<file path="config.mk">
export PLATFORM = sky130hd
export DESIGN_NAME = serial_frame_rx_flat
export DESIGN_NICKNAME = d
export VERILOG_FILES = /design/src/rtl/serial_frame_rx_pkg.sv /design/src/rtl/serial_frame_rx_if.sv /design/src/rtl/serial_frame_rx_parity_acc.sv /design/src/rtl/serial_frame_rx.sv /design/src/flat_wrapper.sv
export SDC_FILE = /design/constraint.sdc
export NUM_CORES = 1
export LEC_CHECK = 0
export BUFFER_PORTS_ARGS = -buffer_cell sky130_fd_sc_hd__buf_2
export CORE_AREA = 8 8 49 51
export DETAILED_ROUTE_END_ITERATION = 8
export DIE_AREA = 0 0 57 59
export GPL_TIMING_DRIVEN = 1
export HOLD_SLACK_MARGIN = 0.1
export PLACE_DENSITY = 0.79
export SETUP_SLACK_MARGIN = 0.15
export SLEW_MARGIN = 5
export SYNTH_ARGS = -nofsm -noshare
export SYNTH_HDL_FRONTEND = slang
export SYNTH_SLANG_ARGS = --single-unit
</file>
<file path="constraint.sdc">
create_clock -name clk -period 3.4 [get_ports clk]
set_input_delay 0.68 -clock clk [delete_from_list [all_inputs] [get_ports clk]]
set_output_delay 0.68 -clock clk [all_outputs]
set_load 0.03 [all_outputs]
</file>
<file path="src/rtl/serial_frame_rx_pkg.sv">
`default_nettype none
// ============================================================================
// Module   : serial_frame_rx_pkg
// Purpose  : Framing definitions shared by the serial transmitter, the
//            receiver and their benches: FSM state encodings, line levels
//            and the parity check helper.
// Revision : 1.0 - initial release
// ============================================================================
package serial_frame_rx_pkg;

    // Receiver FSM states; encodings are fixed so the transmit side and
    // the benches can decode them consistently.
    typedef enum logic [1:0] {
        IDLE   = 2'd0,
        DATA   = 2'd1,
        PARITY = 2'd2,
        STOP   = 2'd3
    } rx_state_e;

    // Line levels: the line idles high, a frame opens with a low start bit
    // and closes with a high stop bit.
    localparam logic IDLE_LEVEL  = 1'b1;
    localparam logic START_LEVEL = 1'b0;

    // acc is the XOR of every data bit and the received parity bit.
    // Even parity leaves that XOR at 0, odd parity at 1.
    function automatic logic parity_ok(input logic acc, input logic odd);
        return ((acc ^ odd) == 1'b0);
    endfunction

endpackage
`default_nettype wire

</file>
<file path="src/rtl/serial_frame_rx_if.sv">
`default_nettype none
// ============================================================================
// Module   : serial_frame_rx_if
// Purpose  : Serial-input / parallel-output bundle of the frame receiver.
//            master = the side driving the line (serializer or bench),
//            slave  = the receiver.
// Revision : 1.0 - initial release
// ============================================================================
interface serial_frame_rx_if #(
    parameter int WIDTH = 4
);
    logic             enable;
    logic             sin;
    logic [WIDTH-1:0] data_out;
    logic             valid;
    logic             parity_err;
    logic             frame_err;
    logic             busy;

    modport master (
        output enable, sin,
        input  data_out, valid, parity_err, frame_err, busy
    );

    modport slave (
        input  enable, sin,
        output data_out, valid, parity_err, frame_err, busy
    );
endinterface
`default_nettype wire

</file>
<file path="src/rtl/serial_frame_rx_parity_acc.sv">
`default_nettype none
// ============================================================================
// Module   : serial_parity_acc
// Purpose  : 1-bit running XOR accumulator with synchronous clear and
//            enable. Clear has priority over accumulate.
// Revision : 1.0 - initial release
// ============================================================================
module serial_parity_acc (
    input  wire logic clk,
    input  wire logic reset,
    input  wire logic clr,
    input  wire logic en,
    input  wire logic d,
    output logic      acc
);

    logic r_acc;

    // Running parity: clear at frame start, fold in each enabled bit.
    always_ff @(posedge clk or negedge reset) begin
        if (!reset) begin
            r_acc <= 1'b0;
        end else if (clr) begin
            r_acc <= 1'b0;
        end else if (en) begin
            r_acc <= r_acc ^ d;
        end
    end

    assign acc = r_acc;

endmodule
`default_nettype wire

</file>
<file path="src/rtl/serial_frame_rx.sv">
`default_nettype none
// ============================================================================
// Module   : serial_frame_rx
// Purpose  : Serial frame receiver. Samples one bit per enabled clock,
//            frames start / WIDTH data / optional parity / stop, and
//            presents the word with valid, parity_err and frame_err pulses.
// Revision : 1.0 - initial release
// ============================================================================
module serial_frame_rx
    import serial_frame_rx_pkg::*;
#(
    parameter int WIDTH      = 4,
    parameter int MSB_FIRST  = 1,
    parameter int PARITY_EN  = 1,
    parameter int PARITY_ODD = 0
) (
    input  wire logic        clk,
    input  wire logic        reset,
    serial_frame_rx_if.slave bus
);

    localparam int              CW         = $clog2(WIDTH);
    localparam logic [CW-1:0]   C_LAST_BIT = CW'(WIDTH - 1);
    localparam logic            C_ODD      = (PARITY_ODD != 0);

    rx_state_e        r_state;
    rx_state_e        w_state_next;
    logic [WIDTH-1:0] r_shift;
    logic [WIDTH-1:0] w_shift_next;
    logic [WIDTH-1:0] r_data;
    logic [CW-1:0]    r_cnt;
    logic             r_valid;
    logic             r_perr;
    logic             r_ferr;
    logic             r_busy;

    logic             w_shift_en;
    logic             w_cnt_clr;
    logic             w_cnt_inc;
    logic             w_acc_clr;
    logic             w_acc_en;
    logic             w_stop;
    logic             w_acc;
    logic             w_par_ok;

    // Bit order selects where each new bit enters the shift register.
    generate
        if (MSB_FIRST != 0) begin : g_msb_first
            assign w_shift_next = {r_shift[WIDTH-2:0], bus.sin};
        end else begin : g_lsb_first
            assign w_shift_next = {bus.sin, r_shift[WIDTH-1:1]};
        end
    endgenerate

    // Parity covers data bits and, when present, the parity bit itself.
    serial_parity_acc u_parity_acc (
        .clk   (clk),
        .reset (reset),
        .clr   (w_acc_clr),
        .en    (w_acc_en),
        .d     (bus.sin),
        .acc   (w_acc)
    );

    assign w_par_ok = (PARITY_EN == 0) || parity_ok(w_acc, C_ODD);

    // FSM state register.
    always_ff @(posedge clk or negedge reset) begin
        if (!reset) begin
            r_state <= IDLE;
        end else begin
            r_state <= w_state_next;
        end
    end

    // Next-state and datapath strobes; nothing moves while enable is low.
    always_comb begin
        w_state_next = r_state;
        w_shift_en   = 1'b0;
        w_cnt_clr    = 1'b0;
        w_cnt_inc    = 1'b0;
        w_acc_clr    = 1'b0;
        w_acc_en     = 1'b0;
        w_stop       = 1'b0;
        if (bus.enable) begin
            case (r_state)
                IDLE: begin
                    if (bus.sin == START_LEVEL) begin
                        w_state_next = DATA;
                        w_cnt_clr    = 1'b1;
                        w_acc_clr    = 1'b1;
                    end
                end
                DATA: begin
                    w_shift_en = 1'b1;
                    w_acc_en   = 1'b1;
                    if (r_cnt == C_LAST_BIT) begin
                        w_state_next = (PARITY_EN != 0) ? PARITY : STOP;
                    end else begin
                        w_cnt_inc = 1'b1;
                    end
                end
                PARITY: begin
                    w_acc_en     = 1'b1;
                    w_state_next = STOP;
                end
                STOP: begin
                    w_stop       = 1'b1;
                    w_state_next = IDLE;
                end
                default: begin
                    w_state_next = IDLE;
                end
            endcase
        end
    end

    // Shift register, bit counter, output word, status pulses and busy.
    always_ff @(posedge clk or negedge reset) begin
        if (!reset) begin
            r_shift <= '0;
            r_cnt   <= '0;
            r_data  <= '0;
            r_valid <= 1'b0;
            r_perr  <= 1'b0;
            r_ferr  <= 1'b0;
            r_busy  <= 1'b0;
        end else begin
            r_valid <= 1'b0;
            r_perr  <= 1'b0;
            r_ferr  <= 1'b0;
            r_busy  <= (w_state_next != IDLE);

            if (w_cnt_clr) begin
                r_cnt <= '0;
            end else if (w_cnt_inc) begin
                r_cnt <= r_cnt + 1'b1;
            end

            if (w_shift_en) begin
                r_shift <= w_shift_next;
            end

            // A low stop bit is a framing error and is not reused as a
            // start bit; the FSM always returns to IDLE from STOP.
            if (w_stop) begin
                if (bus.sin == IDLE_LEVEL) begin
                    if (w_par_ok) begin
                        r_data  <= r_shift;
                        r_valid <= 1'b1;
                    end else begin
                        r_perr <= 1'b1;
                    end
                end else begin
                    r_ferr <= 1'b1;
                    r_perr <= ~w_par_ok;
                end
            end
        end
    end

    assign bus.data_out   = r_data;
    assign bus.valid      = r_valid;
    assign bus.parity_err = r_perr;
    assign bus.frame_err  = r_ferr;
    assign bus.busy       = r_busy;

endmodule
`default_nettype wire
</file>
<file path="src/flat_wrapper.sv">
// flat-port wrapper written by rule: the top's interface ports become plain ports
module serial_frame_rx_flat import serial_frame_rx_pkg::*;
#(
    parameter int WIDTH      = 4,
    parameter int MSB_FIRST  = 1,
    parameter int PARITY_EN  = 1,
    parameter int PARITY_ODD = 0
)
  (clk, reset, bus_enable, bus_sin, bus_data_out, bus_valid, bus_parity_err, bus_frame_err, bus_busy);
  serial_frame_rx_if #(.WIDTH(WIDTH)) bus_i ();
  input  wire logic clk;
  input  wire logic reset;
  input wire logic [$bits(bus_i.enable)-1:0] bus_enable;
  input wire logic [$bits(bus_i.sin)-1:0] bus_sin;
  output wire logic [$bits(bus_i.data_out)-1:0] bus_data_out;
  output wire logic [$bits(bus_i.valid)-1:0] bus_valid;
  output wire logic [$bits(bus_i.parity_err)-1:0] bus_parity_err;
  output wire logic [$bits(bus_i.frame_err)-1:0] bus_frame_err;
  output wire logic [$bits(bus_i.busy)-1:0] bus_busy;
  assign bus_i.enable = bus_enable;
  assign bus_i.sin = bus_sin;
  assign bus_data_out = bus_i.data_out;
  assign bus_valid = bus_i.valid;
  assign bus_parity_err = bus_i.parity_err;
  assign bus_frame_err = bus_i.frame_err;
  assign bus_busy = bus_i.busy;
  serial_frame_rx #(.WIDTH(WIDTH), .MSB_FIRST(MSB_FIRST), .PARITY_EN(PARITY_EN), .PARITY_ODD(PARITY_ODD)) u_core (.clk(clk), .reset(reset), .bus(bus_i));
endmodule
</file>
==> results of run 1 <==
-- worst paths after layout --
path                            cells past startpoint                            endpoint                               start
worst min register to register                      1  u_core.bus.data_out[3]$_DFFE_PN0P_  u_core.bus.data_out[3]$_DFFE_PN0P_
worst min-delay path                                1     u_core.bus.parity_err$_DFF_PN0_                               reset
worst max-delay path                                1                     bus_data_out[2]  u_core.bus.data_out[2]$_DFFE_PN0P_
worst max register to register                      5         u_core.r_state[1]$_DFF_PN0_         u_core.r_state[0]$_DFF_PN0_
max in group asynchronous                           1       u_core.r_shift[3]$_DFFE_PN0P_                               reset
min in group clk                                    1  u_core.bus.data_out[3]$_DFFE_PN0P_  u_core.bus.data_out[3]$_DFFE_PN0P_
-- registers in the layout (all words and copies together) (netlist names) --
signal / count
u_core.r_state: 2
u_core.bus.busy: 1
u_core.u_parity_acc.acc: 1
u_core.bus.frame_err: 1
u_core.bus.valid: 1
u_core.bus.parity_err: 1
u_core.bus.data_out: 4
u_core.r_cnt: 2
u_core.r_shift: 4
-- logic make-up after synthesis --
kind of cell	count (synthesis)
AO/OA/AOI/OAI	9
adder cells (fa/ha/maj)	7
buffers and inverters	7
flip-flops	17
multiplexers	9
AND/OR/NAND/NOR	18
-- through the flow --
step	worst slack, ps	utilization, %	cell area (sq um)	total power [mW]	cells
after global routing	1800	56.8	938	0.950	98
final	1860	56.8	938	0.869	98
after floorplan	1970	-	846	0.679	67
after detailed placement	1780	55.2	911	0.776	94
after CTS	1840	56.8	938	0.882	98
after global placement	1810	55.2	911	0.757	94
-- per-layer routing --
metal / vias up / share of wire (%) / global-route usage, %
met3: 2 / 5.4 / 3.22
met4: 0 / 2.0 / 8.05
met5: - / 0 / 0
li1: 260 / - / -
met2: 11 / 47 / 14.4
met1: 243 / 46 / 10.6
-- layout by cell type, fill, tap and decap left out, drive strengths merged, types with 2 or more instances in the layout --
master / count
dfrtp: 17
buf: 11
mux2: 8
ha: 7
inv: 6
nand2: 6
nor2: 4
o22ai: 3
clkbuf: 3
o211ai: 2
nor2b: 2
nand2b: 2
nor3: 2
-- area by class of cell --
class	count	share of cell area, %
sequential	17	45.3
clock buffer	3	2.40
tap	17	2.27
inverter	6	2.40
multi-input combinational	43	41.2
clock inverter	1	0.533
timing repair buffer	11	5.87
-- cell usage after synthesis (all sizes together) (2+ instances only) --
cell type / n / area share [%]
nand2b: 2 / 1.5
o22ai: 3 / 2.2
mux2: 8 / 14
o211ai: 2 / 1.8
nor2b: 2 / 1.5
inv: 6 / 2.7
nor3: 2 / 1.2
dfrtp: 17 / 50
nand2: 6 / 3.6
nor2: 4 / 1.8
ha: 7 / 10
-- power by group through the flow --
stage	clock network, mW	registers (mW)	logic [mW]
final	0.103	0.343	0.423
after global routing	0.123	0.353	0.473
after CTS	0.108	0.344	0.430
after detailed placement	0	0.349	0.428
after global placement	0	0.342	0.415
after floorplan	0	0.392	0.287
==> impl_results.md, run 1 <==
- Clk pin slew, worst setup/hold paths: 90 ps
- Fin Hold WS: 294 ps
- Sw Share: 38.9%
- Crit share post-route: 45.2%
- Combinational family with the most area after synthesis: multiplexers
- Diode count: 0
- CP required: 2720 ps
- Num rows: 15
- Netlist cell types: 20
- Slew HR: 75.8%
- Drt total wl: approximately 1400 um
- Xor and xnor fraction of the mapped netlist area: 0%
- Die height: 59 um
- Compound-Gate Fraction of Synth Area: ~7.4%
- NumNets Final: 93
- Setup Fix Bufs, Post-CTS: 0
- Num CTS Buffers: 3
- Reg power frac: 39.5%
- Worst slew pin tran: about 360 ps
- PwrDens: between 900 and 1000 nW/um^2
- Antenna violations before repair: 0
- Drt first-iter violations: 10
- Crit path launch type: flip-flop
- Layout cell share with drive strength beyond 1: 30.9%
- CTS root buf: clkbuf_4
- Sum Neg Setup Slack: 0 ps
- Part of the Yosys area used for sequential elements: 50.3%
- Psw: 338 uW
- CP max FO: 2
- Hold Path Class: in -> async
- CTS Hold Bufs: 0
- P_int: 530 uW
- #FFs+latches synth: 17
- Vias in the first global route: 540
- Fmax: about 0.65 GHz
- Outcome: finished, final reports clean
- CTS HTree Levels: 1
- Storage element area: roughly 430 sq um
- Post-layout min period: between 1500 and 2000 ps
- Multiplexer share of the synthesized area: 15.4%
- Post-route ant nets: 0
- Synth Warn #: 0
- Clk pwr share: 11.9%
- Skew-Pair Late Insertion Delay: 280 ps
- Area of the multi-input gates: roughly 390 sq um
- Leakage Power: a little over 0.5 nW
- Crit. End Element: primary output
- Drc violations: 0
- Net count after synthesis: approximately 80
- Starting density of the core: around 51%
- RSZ-0062 raised after global routing: no
- # fillers: 153
- Port-buffer cells: 11
- Ys flop type: dfrtp_1
- Final setup viols: 0
- Placeable Area: 1650 sq um
- Asr flop ratio synth: 100%
- Critical path class: reg -> out
- Setup Skew: about 1.0 ps
- Worst path bufs/invs: 1
- CTS tree: yes
- Max-Cap Viols: 0
- Crit path cell chain: buf_2
- Die X: 57 um
- Avg Cell Area, Syn: roughly 13 sq um
- WP data arrival: 860 ps
- Grt ovf: 0
- GRT Total Usage: 9.55%
- First-pass GRT wire length: 2480 um
- Post-synth EDFFs: 0
- Dpl hpwl: 1080 um
- Number of top-level pins: 12
- Vias: 516
- Post-Syn Area: between 800 and 900 sq um
- Adder-cell share of the synthesized area: 10.4%
- Max-slew violations: 0
- Clock buffer depth: 2
- Hold Vio Cnt, Final: 0
- R2R Setup Slk: around 2000 ps
- Synth-to-Final Area Change: 10.9%
- Critical-path top delay cell: dfrtp_1
- Pin count of the biggest net entering global routing: 18
- CTS sink cnt: 17
- Simple-gate share of the synthesized area: 12.6%
- Top Family by Delay on Critical Path: flip-flops
- Via/cell ratio: roughly 5.3
- Per-cell routed wire length: about 14 um
- Biggest cell delay along the critical path: about 400 ps
- Final Wtd Congestion: between 0.7 and 0.8
- Drt pass-1 iters: 4
- Gate power share: 48.6%
- Full die area: 3360 sq um
- # resized after CTS: 0
- Worst vdd ir: roughly 0.00047 V
- Post-Syn Instances: 67
Power figures use the tool's default switching activity.
==> run 2: changes to the inputs <==
--- a/config.mk
+++ b/config.mk
@@ -5,13 +5,14 @@
 export SDC_FILE = /design/constraint.sdc
 export NUM_CORES = 1
 export LEC_CHECK = 0
+export ABC_AREA = 1
 export BUFFER_PORTS_ARGS = -buffer_cell sky130_fd_sc_hd__buf_2
 export CORE_AREA = 8 8 49 51
 export DETAILED_ROUTE_END_ITERATION = 8
 export DIE_AREA = 0 0 57 59
 export GPL_TIMING_DRIVEN = 1
 export HOLD_SLACK_MARGIN = 0.1
-export PLACE_DENSITY = 0.79
+export PLACE_DENSITY = 0.78
 export SETUP_SLACK_MARGIN = 0.15
 export SLEW_MARGIN = 5
 export SYNTH_ARGS = -nofsm -noshare
==> constraint.sdc (replaced) <==
create_clock -name clk -period 1.5 [get_ports clk]
set_input_delay 0.3 -clock clk [delete_from_list [all_inputs] [get_ports clk]]
set_output_delay 0.3 -clock clk [all_outputs]
set_load 0.03 [all_outputs]
==> run 2 against run 1 <==
Utilization is 0.45 points higher; routed wire length is 2.9% lower; worst hold slack worse by 100 ps; clock skew is 2.1 ps higher; sequential share of layout area is 0.36 points lower.
==> impl_results.md, run 2 <==
- Netlist cell types: 14 (-30%)
- Net count after synthesis: 101 (+29%)
- Max-Cap Viols: 0 (unchanged)
- Top cell type by total area after synthesis: dfrtp_1
- GRT Total Usage: 9.07% (-0.47 points)
- Num rows: 15 (unchanged)
- Placeable Area: 1650 sq um (unchanged)
- Compound-Gate Fraction of Synth Area: 6.53% (-0.87 points)
- CTS HTree Levels: 1 (unchanged)
- Antenna violations before repair: 0 (unchanged)
- Synth Warn #: 0 (unchanged)
- Skew-Pair Late Insertion Delay: 280 ps (about the same)
- Pin count of the biggest net entering global routing: 18 (unchanged)
- Hold Path Class: in -> reg
- Fin area: 946 sq um (+0.80%)
- Hold Vio Cnt, Final: 0 (unchanged)
- Clock buffer depth: 2 (unchanged)
- Max-slew violations: 0 (unchanged)
- Leakage Power: 0.546 nW (+7.3%)
- Drc violations: 0 (unchanged)
- Placed Instance Area: 890 sq um (-2.3%)
- Multiplexer share of the synthesized area: 0% (-15 points)
- Slew HR: 75.5% (-0.33 points)
- Grt ovf: 0 (unchanged)
- PwrDens: 1780 nW/um^2 (+92%)
- Layout cell share with drive strength beyond 1: 21.5% (-9.4 points)
- WP data arrival: 1460 ps (+600 ps)
- Top-count cell post-synth: nand2_1
- CP required: 1670 ps (-1050 ps)
- Port-buffer cells: 11 (unchanged)
- Setup Skew: 3.15 ps (+2.11 ps)
- Outcome: finished, final reports clean
- Crit path cell chain: inv_1, ha_2, inv_1, nand3_1, nand2_1, a21oi_2, nand2_1
- Biggest cell delay along the critical path: 420 ps (+20 ps)
- Avg Cell Area, Syn: 9.16 sq um (-27%)
- Most instantiated cells after synthesis: nand2_1, dfrtp_1, inv_1, nand3_1, o21ai_0
- Xor and xnor fraction of the mapped netlist area: 0% (unchanged)
- Worst slew pin tran: 368 ps (+4.99 ps)
- Crit path launch type: flip-flop
- Die X: 57 um (unchanged)
- Post-Syn Area: 825 sq um (-2.5%)
- Post-synth EDFFs: 0 (unchanged)
- Simple-gate share of the synthesized area: 21.9% (+9.3 points)
- Number of top-level pins: 12 (unchanged)
- Full die area: 3360 sq um (unchanged)
- Worst vdd ir: 0.000957 V (+100%)
- Top cells by area, synth: dfrtp_1, ha_1, nand2_1
- Most frequent cells in the layout: nand2_1, dfrtp_1, inv_1
- First-pass GRT wire length: 2410 um (-3.1%)
- Ys flop type: dfrtp_1
- Final setup viols: 0 (unchanged)
- CTS tree: yes
- Final Wtd Congestion: 0.804 (+14%)
- Post-Syn Instances: 90 (+34%)
- CTS sink cnt: 17 (unchanged)
- Adder-cell share of the synthesized area: 10.6% (+0.27 points)
- Die height: 59 um (unchanged)
- Post-synth top area share: 51.6% (+1.3 points)
- NumNets Final: 119 (+28%)
- Synth-to-Final Area Change: 14.7%
- Num CTS Buffers: 3 (unchanged)
- Part of the Yosys area used for sequential elements: 51.6% (+1.3 points)
- Post-layout min period: around 1300 ps
- Diode count: 0 (unchanged)
- Starting density of the core: 49.9% (-1.3 points)
- Drt pass-1 iters: 4 (unchanged)
- Top Family by Delay on Critical Path: flip-flops
- #FFs+latches synth: 17 (unchanged)
- Drt total wl: 1320 um (-2.9%)
- Dpl hpwl: 1020 um (-5.0%)
- Asr flop ratio synth: 100% (unchanged)
- Final Power: 1.68 mW (+93%)
- RSZ-0062 raised after global routing: yes
- Sum Neg Setup Slack: 0 ps (unchanged)
- # fillers: 159 (+3.9%)
- CP max FO: 4 (+2)
- Combinational family with the most area after synthesis: simple AND/OR/NAND/NOR gates
- CTS root buf: clkbuf_4
- Drt first-iter violations: 17 (+7)
- Crit share post-route: 85.4%
- Critical-path top delay cell: dfrtp_1
- Vias: 579 (+12%)
- Most common cell after layout, fill and taps aside: nand2_1
- Fmax: 0.780 GHz
- Crit. End Element: flip-flop
- Via/cell ratio: 4.67 (-11%)
- Critical path class: reg -> reg
- Worst path bufs/invs: 2 (+1)
- Vias in the first global route: 605 (+12%)
- Clk pin slew, worst setup/hold paths: 90 ps (about the same)
- Post-route ant nets: 0 (unchanged)
- Per-cell routed wire length: 10.7 um (-23%)
==> run 2: kinds of logic after synthesis <==
kind of cell | after synthesis
simple gates | 38
buf+inv | 18
flops | 17
compound gates | 10
fa+ha+maj | 7
==> run 2: cell type report <==
type | count | area [sq um] | area share, %
clock buffer | 4 | 26.3 | 2.78
inverter | 17 | 66.3 | 7.01
multi-input combinational | 55 | 327 | 34.5
sequential | 17 | 425 | 45.0
tap | 17 | 21.3 | 2.25
timing repair buffer | 14 | 80.1 | 8.47
==> run 2: metal layers <==
metal | up-vias | share of wire (%) | global-route usage [%]
li1 | 308 | - | -
met4 | 0 | 0 | 7.05
met3 | 0 | 3.7 | 3.00
met1 | 263 | 48 | 9.85
met5 | - | 0 | 0
met2 | 8 | 48 | 14.3
==> run 2: power by group <==
group / switching (mW) / internal, mW / total [mW]
registers: 0.0869 / 0.613 / 0.700
clock network: 0.131 / 0.103 / 0.234
logic: 0.467 / 0.277 / 0.745
total: 0.686 / 0.994 / 1.68
==> run 2: worst paths after layout <==
check	to	cells past startpoint	start	slack, ps
setup / recovery	u_core.bus.busy$_DFF_PN0_	7	u_core.r_state[0]$_DFF_PN0_	220
hold reg to reg	u_core.bus.data_out[3]$_DFFE_PN0P_	2	u_core.bus.data_out[3]$_DFFE_PN0P_	480
min in group asynchronous	u_core.bus.data_out[3]$_DFFE_PN0P_	2	reset	450
hold / removal	u_core.bus.frame_err$_DFF_PN0_	2	bus_sin	190
setup reg to reg	u_core.bus.busy$_DFF_PN0_	7	u_core.r_state[0]$_DFF_PN0_	220
max in group asynchronous	u_core.r_shift[0]$_DFFE_PN0P_	2	reset	780
==> run 2: per-stage QoR <==
step	hold WS, ps	setup slack (ps)	util, %	std cells
final	192	218	57.3	124
after global routing	185	136	57.3	124
after CTS	184	183	56.1	122
after detailed placement	235	199	53.9	117
after global placement	233	267	53.9	117
after floorplan	4.41	317	-	90
==> run 2: what timing repair did <==
item                                    CTS  global route
hold buffers                              1             0
hold endpoints to repair                 17             0
endpoints found under the setup margin    0             3
resized for setup                         0             2
setup buffers                             0             2
==> run 3: changes to the inputs <==
--- a/config.mk
+++ b/config.mk
@@ -6,13 +6,13 @@
 export NUM_CORES = 1
 export LEC_CHECK = 0
 export ABC_AREA = 1
-export BUFFER_PORTS_ARGS = -buffer_cell sky130_fd_sc_hd__buf_2
-export CORE_AREA = 8 8 49 51
+export CORE_AREA = 8 8 48 50
 export DETAILED_ROUTE_END_ITERATION = 8
-export DIE_AREA = 0 0 57 59
+export DIE_AREA = 0 0 56 58
+export DONT_BUFFER_PORTS = 1
 export GPL_TIMING_DRIVEN = 1
 export HOLD_SLACK_MARGIN = 0.1
-export PLACE_DENSITY = 0.78
+export PLACE_DENSITY = 0.74
 export SETUP_SLACK_MARGIN = 0.15
 export SLEW_MARGIN = 5
 export SYNTH_ARGS = -nofsm -noshare
==> run 3 against run 2 <==
Clock power decreased by 3%; routed wire length increased by 5.4%; register-to-register slack lost 30 ps; clock skew shrank 2.1 ps; flip-flop and latch count unchanged; maximum frequency is 2.0% lower; critical endpoint unchanged; highest routed layer is now met4.
==> impl_results.md, run 3 (same netlist as run 2, synthesis figures left out) <==
- Final setup viols: 0 (unchanged)
- Psw: 669 uW (-2.5%)
- Hold Vio Cnt, Final: 0 (unchanged)
- Dpl hpwl: 1110 um (+8.6%)
- Reg power frac: 50.9% (+9.2 points)
- Die X: 56 um (-1.8%)
- Clk pin slew, worst setup/hold paths: 90 ps (about the same)
- First-pass GRT wire length: 2390 um (-0.58%)
- Pin count of the biggest net entering global routing: 18 (unchanged)
- Worst slew pin tran: 737 ps (+369 ps)
- Final Wtd Congestion: 0.728 (-9.5%)
- Most frequent cells in the layout: nand2_1, dfrtp_1, inv_1
- Critical path class: reg -> reg
- Starting density of the core: 51.1% (+1.2 points)
- Layout cell share with drive strength beyond 1: 10.5% (-11 points)
- Outcome: finished, final reports clean
- CTS sink cnt: 17 (unchanged)
- Gate power share: 34.8% (-9.5 points)
- Setup Fix Bufs, Post-CTS: 0 (unchanged)
- Drc violations: 0 (unchanged)
- CTS tree: yes
- Placeable Area: 1610 sq um (-2.3%)
- Drt first-iter violations: 9 (-8)
- Placed insts: 106 (-9.4%)
- PwrDens: 1810 nW/um^2 (+1.7%)
- P_int: 931 uW (-6.4%)
- Num rows: 15 (unchanged)
- Sw Share: 41.8% (+0.98 points)
- Max-slew violations: 0 (unchanged)
- Per-cell routed wire length: 12.5 um (+17%)
- CTS HTree Levels: 1 (unchanged)
- Num CTS Buffers: 3 (unchanged)
- Synth-to-Final Area Change: 7.44%
- RSZ-0062 raised after global routing: yes
- Vias: 564 (-2.6%)
- Via/cell ratio: 5.04 (+7.8%)
- CP required: 1670 ps (about the same)
- Fmax: 0.764 GHz (-2.0%)
- Worst vdd ir: 0.000904 V (-5.5%)
- Clk pwr share: 14.3% (+0.3 points)
- Setup Skew: 1.02 ps (-2.13 ps)
- Max-Cap Viols: 0 (unchanged)
- Sum Neg Setup Slack: 0 ps (unchanged)
- Port-buffer cells: 0 (-11)
- NumNets Final: 107 (-10%)
- Hold Path Class: in -> reg
- GRT Total Usage: 9.30% (+0.22 points)
- Full die area: 3250 sq um (-3.4%)
- Finished Core Util: 54.9% (-2.4 points)
- Crit path launch type: flip-flop
- Most common cell after layout, fill and taps aside: nand2_1
- Crit. End Element: flip-flop
- Final Power: 1.60 mW (-4.8%)
- CTS root buf: clkbuf_4
- Post-route insts no fill: 112 (-9.7%)
- Die height: 58 um (-1.7%)
- Crit share post-route: 87.2% (+1.8 points)
- Diode count: 0 (unchanged)
- Clock buffer depth: 2 (unchanged)
- WP data arrival: 1480 ps (+20 ps)
- Antenna violations before repair: 0 (unchanged)
- Post-layout min period: 1310 ps (+26.5 ps)
- Leakage Power: 0.486 nW (-11%)
- Number of top-level pins: 12 (unchanged)
- Skew-Pair Late Insertion Delay: 270 ps (about the same)
- Drt total wl: 1400 um (+5.4%)
- Slew HR: 50.7% (-25 points)
- Post-route ant nets: 0 (unchanged)
- Grt ovf: 0 (unchanged)
- CP max FO: 4 (unchanged)
- Drt pass-1 iters: 4 (unchanged)
- Vias in the first global route: 570 (-5.8%)
run 3: changes by cell type in the layout (fill, tap and decap cells not counted), sizes merged:
cell,previous run,this run
buf,13,0
dlygate4sd3,1,2
run 3: final timing paths:
path | end | from | slack, ps | depth (start not counted)
worst min-delay path | u_core.bus.parity_err$_DFF_PN0_ | bus_enable | 150 | 2
worst max register to register | u_core.bus.busy$_DFF_PN0_ | u_core.r_state[0]$_DFF_PN0_ | 190 | 7
worst max-delay path | u_core.bus.busy$_DFF_PN0_ | u_core.r_state[0]$_DFF_PN0_ | 190 | 7
min in group asynchronous | u_core.r_shift[0]$_DFFE_PN0P_ | reset | 520 | 1
max in group asynchronous | u_core.r_state[0]$_DFF_PN0_ | reset | 520 | 1
worst min register to register | u_core.bus.data_out[3]$_DFFE_PN0P_ | u_core.r_shift[3]$_DFFE_PN0P_ | 490 | 2
run 3: per-layer routing:
layer  vias up  share of wire [%]  routed length (um)  global-route usage (%)
met3         4                5.1                  71                    2.18
met2        17                 49                 682                    15.5
met1       255                 43                 593                    9.51
met5         -                  0                   0                       0
met4         0                3.4                  47                    8.25
li1        288                  -                   -                       -
run 3: cell type report:
| class | count | area (sq um) |
|---|---|---|
| flip-flops and latches | 17 | 425 |
| multi-input cells | 55 | 327 |
| repair buffers | 2 | 20.0 |
| well taps | 17 | 21.3 |
| clock buffers | 4 | 26.3 |
| inverters | 17 | 66.3 |
| fillers | 145 | 728 |
run 3: stage by stage:
stage	instance area, sq um	hold slack [ps]	setup WS, ps
finish	886	148	192
CTS	881	141	168
floorplan	825	4.41	317
detailed placement	835	4.92	187
global placement	835	4.90	270
global route	886	146	90.4
run 3: power groups by stage:
stage          Sequential, mW  Combinational (mW)  Clock, mW
4_1_cts                 0.819               0.555      0.240
6_report                0.815               0.556      0.228
3_3_place_gp            0.815               0.512          0
3_5_place_dp            0.828               0.539          0
5_1_grt                 0.835               0.647      0.257
2_1_floorplan           0.794               0.448          0
run 3: timing repair:
action	in CTS	in global routing
resized for setup	0	2
endpoints found under the hold margin	18	0
endpoints found under the setup margin	0	4
hold buffers	2	0
run 3: critical path: stages, from the launching register on:
cell     delay [ps]
dfrtp_1         430
inv_1           130
ha_2            230
inv_1            70
nand3_1          60
nand2_1          70
a21oi_2         140
nand2_1          70
